[config.mk]
export PLATFORM = sky130hd
export DESIGN_NAME = fifo_write_arbiter_flat
export DESIGN_NICKNAME = d
export VERILOG_FILES = /design/src/rtl/fifo_write_arbiter_if.sv /design/src/rtl/fifo_write_arbiter.sv /design/src/flat_wrapper.sv
export SDC_FILE = /design/constraint.sdc
export NUM_CORES = 1
export LEC_CHECK = 0
export CAP_MARGIN = 20
export CORE_ASPECT_RATIO = 1.25
export CORE_MARGIN = 5
export CORE_UTILIZATION = 29
export CTS_CLUSTER_DIAMETER = 30
export DETAILED_ROUTE_END_ITERATION = 7
export PLACE_DENSITY = 0.81
export SYNTH_ARGS = -nofsm -noshare
export SYNTH_HDL_FRONTEND = slang
export SYNTH_SLANG_ARGS = --single-unit
[constraint.sdc]
create_clock -name clk -period 2.65 [get_ports clk]
set_input_delay 0.6625 -clock clk [delete_from_list [all_inputs] [get_ports clk]]
set_output_delay 0.6625 -clock clk [all_outputs]
set_load 0.02 [all_outputs]
[src/rtl/fifo_write_arbiter_if.sv]
// fifo_write_arbiter_if: producer-side request bundle and FIFO-side write bus of the arbiter.
interface fifo_write_arbiter_if #(
    parameter int num_requesters = 4,
    parameter int data_width     = 32,
    parameter int id_width       = $clog2(num_requesters)
);
    logic [num_requesters*data_width-1:0] req_data;
    logic [num_requesters-1:0]            req_valid;
    logic [num_requesters-1:0]            req_last;
    logic [num_requesters-1:0]            req_ready;
    logic [data_width-1:0]                out_data;
    logic [id_width-1:0]                  out_id;
    logic                                 out_last;
    logic                                 out_valid;
    logic                                 out_ready;
    logic                                 grant_active;
    modport master (
        output req_data, req_valid, req_last, out_ready,
        input  req_ready, out_data, out_id, out_last, out_valid, grant_active
    );
    modport slave (
        input  req_data, req_valid, req_last, out_ready,
        output req_ready, out_data, out_id, out_last, out_valid, grant_active
    );
endinterface

[src/rtl/fifo_write_arbiter.sv]
// fifo_write_arbiter: round-robin, burst-locked sharing of one FIFO write port, beats tagged with source id.
module fifo_write_arbiter #(
    parameter int num_requesters = 4,
    parameter int data_width     = 32,
    parameter int max_beats      = 16,
    parameter int id_width       = $clog2(num_requesters)
) (
    input logic clk,
    input logic reset,
    fifo_write_arbiter_if.slave bus
);
    localparam int cw = (max_beats > 0 && $clog2(max_beats + 1) > 1) ? $clog2(max_beats + 1) : 1;
    typedef enum logic {IDLE, BURST} state_t;
    state_t state;
    logic [id_width-1:0] grant, last_grant, winner, cand;
    logic [cw-1:0] beat_count;
    logic burst, force_rel, accept;
    always_comb begin
        winner = last_grant;
        cand = last_grant;
        // descending scan so the nearest requester after last_grant wins
        for (int k = num_requesters; k >= 1; k--) begin
            cand = id_width'((int'(last_grant) + k) % num_requesters);
            if (bus.req_valid[cand]) winner = cand;
        end
    end
    always_comb begin
        burst = (state == BURST) && !reset;
        force_rel = (max_beats != 0) && (beat_count == cw'(max_beats - 1));
        bus.out_valid = burst && bus.req_valid[grant];
        bus.out_data = burst ? bus.req_data[int'(grant)*data_width +: data_width] : '0;
        bus.out_id = burst ? grant : '0;
        bus.out_last = burst && (bus.req_last[grant] || force_rel);
        bus.req_ready = '0;
        bus.req_ready[grant] = burst && bus.out_ready;
        bus.grant_active = burst;
        accept = bus.out_valid && bus.out_ready;
    end
    always_ff @(posedge clk) begin
        if (reset) begin
            state <= IDLE;
            grant <= '0;
            last_grant <= id_width'(num_requesters - 1);
            beat_count <= '0;
        end else if (state == IDLE) begin
            if (|bus.req_valid) begin
                state <= BURST;
                grant <= winner;
                beat_count <= '0;
            end
        end else if (accept) begin
            if (bus.out_last) begin
                state <= IDLE;
                last_grant <= grant;
                beat_count <= '0;
            end else begin
                beat_count <= beat_count + 1'b1;
            end
        end
    end
endmodule

[src/flat_wrapper.sv]
// flat-port wrapper written by rule: the top's interface ports become plain ports
module fifo_write_arbiter_flat 
#(
    parameter int num_requesters = 4,
    parameter int data_width     = 32,
    parameter int max_beats      = 16,
    parameter int id_width       = $clog2(num_requesters)
)
  (clk, reset, bus_req_data, bus_req_valid, bus_req_last, bus_out_ready, bus_req_ready, bus_out_data, bus_out_id, bus_out_last, bus_out_valid, bus_grant_active);
  fifo_write_arbiter_if #(.num_requesters(num_requesters), .data_width(data_width), .id_width(id_width)) bus_i ();
  input logic clk;
  input logic reset;
  input wire logic [$bits(bus_i.req_data)-1:0] bus_req_data;
  input wire logic [$bits(bus_i.req_valid)-1:0] bus_req_valid;
  input wire logic [$bits(bus_i.req_last)-1:0] bus_req_last;
  input wire logic [$bits(bus_i.out_ready)-1:0] bus_out_ready;
  output wire logic [$bits(bus_i.req_ready)-1:0] bus_req_ready;
  output wire logic [$bits(bus_i.out_data)-1:0] bus_out_data;
  output wire logic [$bits(bus_i.out_id)-1:0] bus_out_id;
  output wire logic [$bits(bus_i.out_last)-1:0] bus_out_last;
  output wire logic [$bits(bus_i.out_valid)-1:0] bus_out_valid;
  output wire logic [$bits(bus_i.grant_active)-1:0] bus_grant_active;
  assign bus_i.req_data = bus_req_data;
  assign bus_i.req_valid = bus_req_valid;
  assign bus_i.req_last = bus_req_last;
  assign bus_i.out_ready = bus_out_ready;
  assign bus_req_ready = bus_i.req_ready;
  assign bus_out_data = bus_i.out_data;
  assign bus_out_id = bus_i.out_id;
  assign bus_out_last = bus_i.out_last;
  assign bus_out_valid = bus_i.out_valid;
  assign bus_grant_active = bus_i.grant_active;
  fifo_write_arbiter #(.num_requesters(num_requesters), .data_width(data_width), .max_beats(max_beats), .id_width(id_width)) u_core (.clk(clk), .reset(reset), .bus(bus_i));
endmodule
# Word level (Yosys, flattened, before mapping)
# Cells that the tools add are included.
dict set report word_totals {
  elab_cells 61
  out_inout_bits 41
  register_bits 10
}
dict set report op_classes {
  n_eq_ne 2
  n_bitwise 2
  shift 1
  magnitude_cmp 6
  reduce_logical 13
  add_sub_neg 5
  n_mux 28
}
# operator n
set op_table {}
lappend op_table {{$shiftx A128 B8 Y32} 1}
lappend op_table {{$mux W32} 1}
lappend op_table {{$mux W5} 4}
lappend op_table {{$lt A2 B3 Y1 const B} 5}
lappend op_table {{$bmux W1 S2} 6}
lappend op_table {{$mux W1} 11}
lappend op_table {{$mux W2} 5}
lappend op_table {{$logic_and A1 B1 Y1} 6}
lappend op_table {{$add A5 B1 Y5 const B} 1}
lappend op_table {{$eq A5 B4 Y1 const B} 1}
lappend op_table {{$add A2 B1 Y2 const B} 2}
lappend op_table {{$add A2 B2 Y2 const B} 2}
lappend op_table {{$and A4 B4 Y4} 1}
lappend op_table {{$reduce_and A2 Y1} 2}
lappend op_table {{$reduce_or A4 Y1} 1}
lappend op_table {{$reduce_and A3 Y1} 1}
lappend op_table {{$demux W1 S2} 1}
lappend op_table {{$ge A2 B1 Y1 const B} 1}
lappend op_table {{$ne A2 B2 Y1 const B} 1}
lappend op_table {{$reduce_bool A2 Y1} 1}
lappend op_table {{$logic_not A1 Y1} 1}
lappend op_table {{$logic_or A1 B1 Y1} 1}
lappend op_table {{$not A1 Y1} 1}

# Depth between registers and ports, before layout
dict set report depth {
  word_depth 7
  ltp_mapped 7
}

# Worst setup path after synthesis
# No wires, ideal clock.
dict set report synth_timing {
  path_type {input port to output port}
  from {input port reset}
  to {output port bus_req_ready[1]}
  stages 4
  required_time_ps 1987
  t_arrival_ps 1662
  setup_slack_ps 326
  path_cell_list {nand2b_1 inv_2 nand2_1 nor3b_1}
}
dict set report synth_between {
  elab_chain_len 4
}
# item line_no
set synth_rtl {}
lappend synth_rtl {{from (decl)} flat_wrapper.sv:12} ;# input logic reset;
lappend synth_rtl {{$logic_not A1 Y1} fifo_write_arbiter.sv:28} ;# burst = (state == BURST) && !reset;
lappend synth_rtl {{$logic_and A1 B1 Y1} fifo_write_arbiter.sv:28}
lappend synth_rtl {{via bus_grant_active} flat_wrapper.sv:22} ;# output wire logic [$bits(bus_i.grant_active)-1:0] bus_grant_active;
lappend synth_rtl {{$logic_and A1 B1 Y1} fifo_write_arbiter.sv:35} ;# bus.req_ready[grant] = burst && bus.out_ready;
lappend synth_rtl {{$and A4 B4 Y4 (no line)} n/a}
lappend synth_rtl {{to (decl)} flat_wrapper.sv:17} ;# output wire logic [$bits(bus_i.req_ready)-1:0] bus_req_ready;
# The timed path passes the listed nets, and every way through them passes these cells.

# Worst setup path in the final report
dict set report layout_timing {
  from {input port bus_req_data[47]}
  to {output port bus_out_data[15]}
}
dict set report layout_between {
  elab_chain_len 2
}
# item line_no
set layout_rtl {}
lappend layout_rtl {{from (decl)} flat_wrapper.sv:13} ;# input wire logic [$bits(bus_i.req_data)-1:0] bus_req_data;
lappend layout_rtl {{$shiftx A128 B8 Y32} fifo_write_arbiter.sv:31} ;# bus.out_data = burst ? bus.req_data[int'(grant)*data_width +: data_width] : '0;
lappend layout_rtl {{$mux W32} fifo_write_arbiter.sv:31}
lappend layout_rtl {{to (decl)} flat_wrapper.sv:18} ;# output wire logic [$bits(bus_i.out_data)-1:0] bus_out_data;
# No other way between the ends.

==> results.json <==
{
  "outcome": "complete, no violations",
  "track_usage_pct": 19.7,
  "cts_inserted_buffers": 3,
  "fillers": 510,
  "clock_latency_ns": 0.23,
  "dp_cells": 408,
  "start_util_pct": 29.8,
  "core_area_sq_mm": 0.00578,
  "powerDensity_mw_per_mm2": 264,
  "synth_cell_types": 39,
  "area_growth_syn_to_layout_pct": 105,
  "cts_num_sinks": 10,
  "power_uw": 929,
  "grt_max_degree": 30,
  "ys_ff_latch": 10,
  "synth.top_cells.by_area": "mux4_2, nor2b_1, dfxtp_1",
  "r2r_start": "u_core.beat_count[0]$_SDFFE_PP0P_",
  "cp.required_ns": 1.99,
  "dieArea_sq_mm": 0.00758,
  "fin_util_pct": 61.0,
  "crit_buf_inv": 2,
  "synth_area_leader_cell": "mux4_2",
  "end_kind": "primary output",
  "hold_violations": 0,
  "rows": 31,
  "dominantRegCellSynth": "dfxtp_1",
  "critPathMaxStageDelay_ns": 0.44,
  "post_drt_wl_per_cell_um": 19.0,
  "worst_ep_arrival_time_ns": 1.93,
  "crit_chain": "clkdlybuf4s50_1, mux4_2, nor2b_1, clkdlybuf4s15_1",
  "cts_root_buf": "clkbuf_8",
  "drive_gt1_share_pct": 29.0,
  "final_max_slew_viol_count": 0,
  "async_flop_share_pct": 0,
  "criticalPathCategory": "in2out",
  "grt_pass1_wl_um": 11500,
  "reg2reg_depth": 7,
  "placed_area_sq_mm": 0.00366,
  "post-synth-top-count-cell": "mux4_2",
  "ys_seq_area_share_pct": 11.6,
  "relSlewSlack_pct": 82.3,
  "slowest_stage": "mux4_2",
  "cts_tree": "built",
  "holdPathStages": 2,
  "syn_nets": 305,
  "diodes": 0,
  "reg2reg_slack_ns": 0.44,
  "postCtsSetupRepairBufs": 0,
  "path_max_fanout": 1,
  "clk_pin_slew_ns": 0.04,
  "drtIter0Drc": 44,
  "antenna_found_initial": 0,
  "layout.cells.non_filler": 411,
  "setup_slack_ns": 0.0596,
  "irDropWorstVdd_mv": 0.278,
  "dr.pass1.iters": 4,
  "fmax_mhz": 386,
  "setup_viol": 0,
  "fin_crit_ns": 2.59,
  "hold_path_startpoint": "u_core.beat_count[4]$_SDFFE_PP0P_",
  "synth_edf_count": 0,
  "r2r-end": "u_core.beat_count[4]$_SDFFE_PP0P_",
  "p_leak_nw": 1.33,
  "worst_pin_slew_ns": 0.264,
  "place.gp.congestion": 0.821,
  "path_delay_family": "buffers and inverters",
  "clock_path_buffers": 2,
  "yosys_warnings": 0,
  "cap_violations": 0,
  "vias_per_cell": 5.12,
  "hold_path.class": "reg2reg",
  "placement.setup.worst_slack_ns": -0.356,
  "pin_count": 180,
  "clock_skew_ns": 0.00199,
  "ctsHoldBuffers": 0,
  "hold_ws_ns": 0.492,
  "die_h_um": 96.1,
  "avgSynthCellArea_sq_um": 10.5,
  "dp_hpwl_um": 6740,
  "yosysTopAreaCellShare_pct": 44.5,
  "netlist_area_sq_mm": 0.00172,
  "final_area_sq_mm": 0.00353,
  "synth_commonest_cells": "mux4_2, nor2b_1, nor2_1, dfxtp_1, clkbuf_1",
  "io_buffers": 179,
  "cts_htree_levels": 1,
  "nets": 488,
  "syn_inst": 164,
  "grt_pass1_vias": 2242,
  "period_share_pct": 97.7,
  "finalSetupTns_ns": 0,
  "dieWidth_um": 78.9,
  "hold_end": "u_core.beat_count[4]$_SDFFE_PP0P_",
  "startpoint_type": "input pin",
  "antenna_left": 0,
  "num_vias": 2104,
  "drc": 0,
  "globalRouteOverflowTotal": 0,
  "totalWireLength_um": 7800
}
[placed cells by master (no fill, tap or decap), types with 2 or more instances in the layout]
cell type and count:
dfxtp_1 8, clkdlybuf4s15_1 2, clkbuf_2 31, buf_6 2, ha_1 2, nor2_1 11, and3_1 2, a21oi_1 6
clkdlybuf4s50_1 137, dfxtp_2 2, mux2_2 2, nand3b_1 3, nand2b_1 4, and2_1 3, buf_2 5, buf_12 3
inv_1 5, dlygate4sd2_1 3, nand4b_1 2, nor2b_1 33, nand3_1 6, buf_4 8, mux4_2 34, clkbuf_8 3
nand2_1 6
[layout make-up]
class / instances / area, sq um / share of cell area (%)
clock buffer: 3 / 41.3 / 1.17
inverter: 6 / 22.5 / 0.639
tap: 66 / 82.6 / 2.34
multi-input combinational: 134 / 1430 / 40.4
timing repair buffer: 192 / 1750 / 49.7
sequential: 10 / 203 / 5.75
[cell families (layout without fill, tap and decap cells)]
family                     after synthesis  count (layout)  synth area share [%]
DFF                                     10              10                  11.6
adders and majority gates                2               2                  1.45
buffers and inverters                   20             201                  5.67
and+or+nand+nor                         78              78                  26.7
muxes                                   36              36                  45.8
AOI/OAI and AO/OA                       18              18                  8.73
[worst register-to-register path: cells and delay by family (launching register included)]
kind / cells / cell delay (ns)
AO/OA/AOI/OAI: 2 / 0.38
adder cells (fa/ha/maj): 2 / 0.46
flip-flops: 1 / 0.32
AND/OR/NAND/NOR: 3 / 0.99
[report_power, final]
part,switching (mW),internal (mW),total [mW]
combinational,0.211,0.392,0.603
sequential,0.0115,0.162,0.173
clock,0.0538,0.0990,0.153
[repair_timing]
action,CTS,global route
setup endpoints to repair,41,37
hold endpoints to repair,0,0
pin swaps,0,0
resized for setup,70,58
[routing by layer]
metal  GRT usage (%)  vias to the layer above  wire [um]
li1                -                      997          -
met1            20.4                     1002       2790
met2            39.6                       91       4310
met3            4.59                       14        562
met4            4.58                        0        131
met5               0                        -          0
[worst max-delay path by stage]
stage	from	end	depth (start not counted)
after floorplan	reset	bus_req_ready[1]	4
after global placement	bus_req_valid[3]	bus_out_valid	4
final	bus_req_data[47]	bus_out_data[15]	4
after detailed placement	bus_req_valid[3]	bus_out_valid	4
after CTS	reset	bus_req_ready[3]	5
after global routing	reset	bus_out_data[22]	5
[flip-flops by register name (all words and copies together), names as in the netlist]
name / flops
u_core.state: 1
u_core.last_grant: 2
u_core.beat_count: 5
u_core.grant: 2
(Power assumes the default switching activity.)
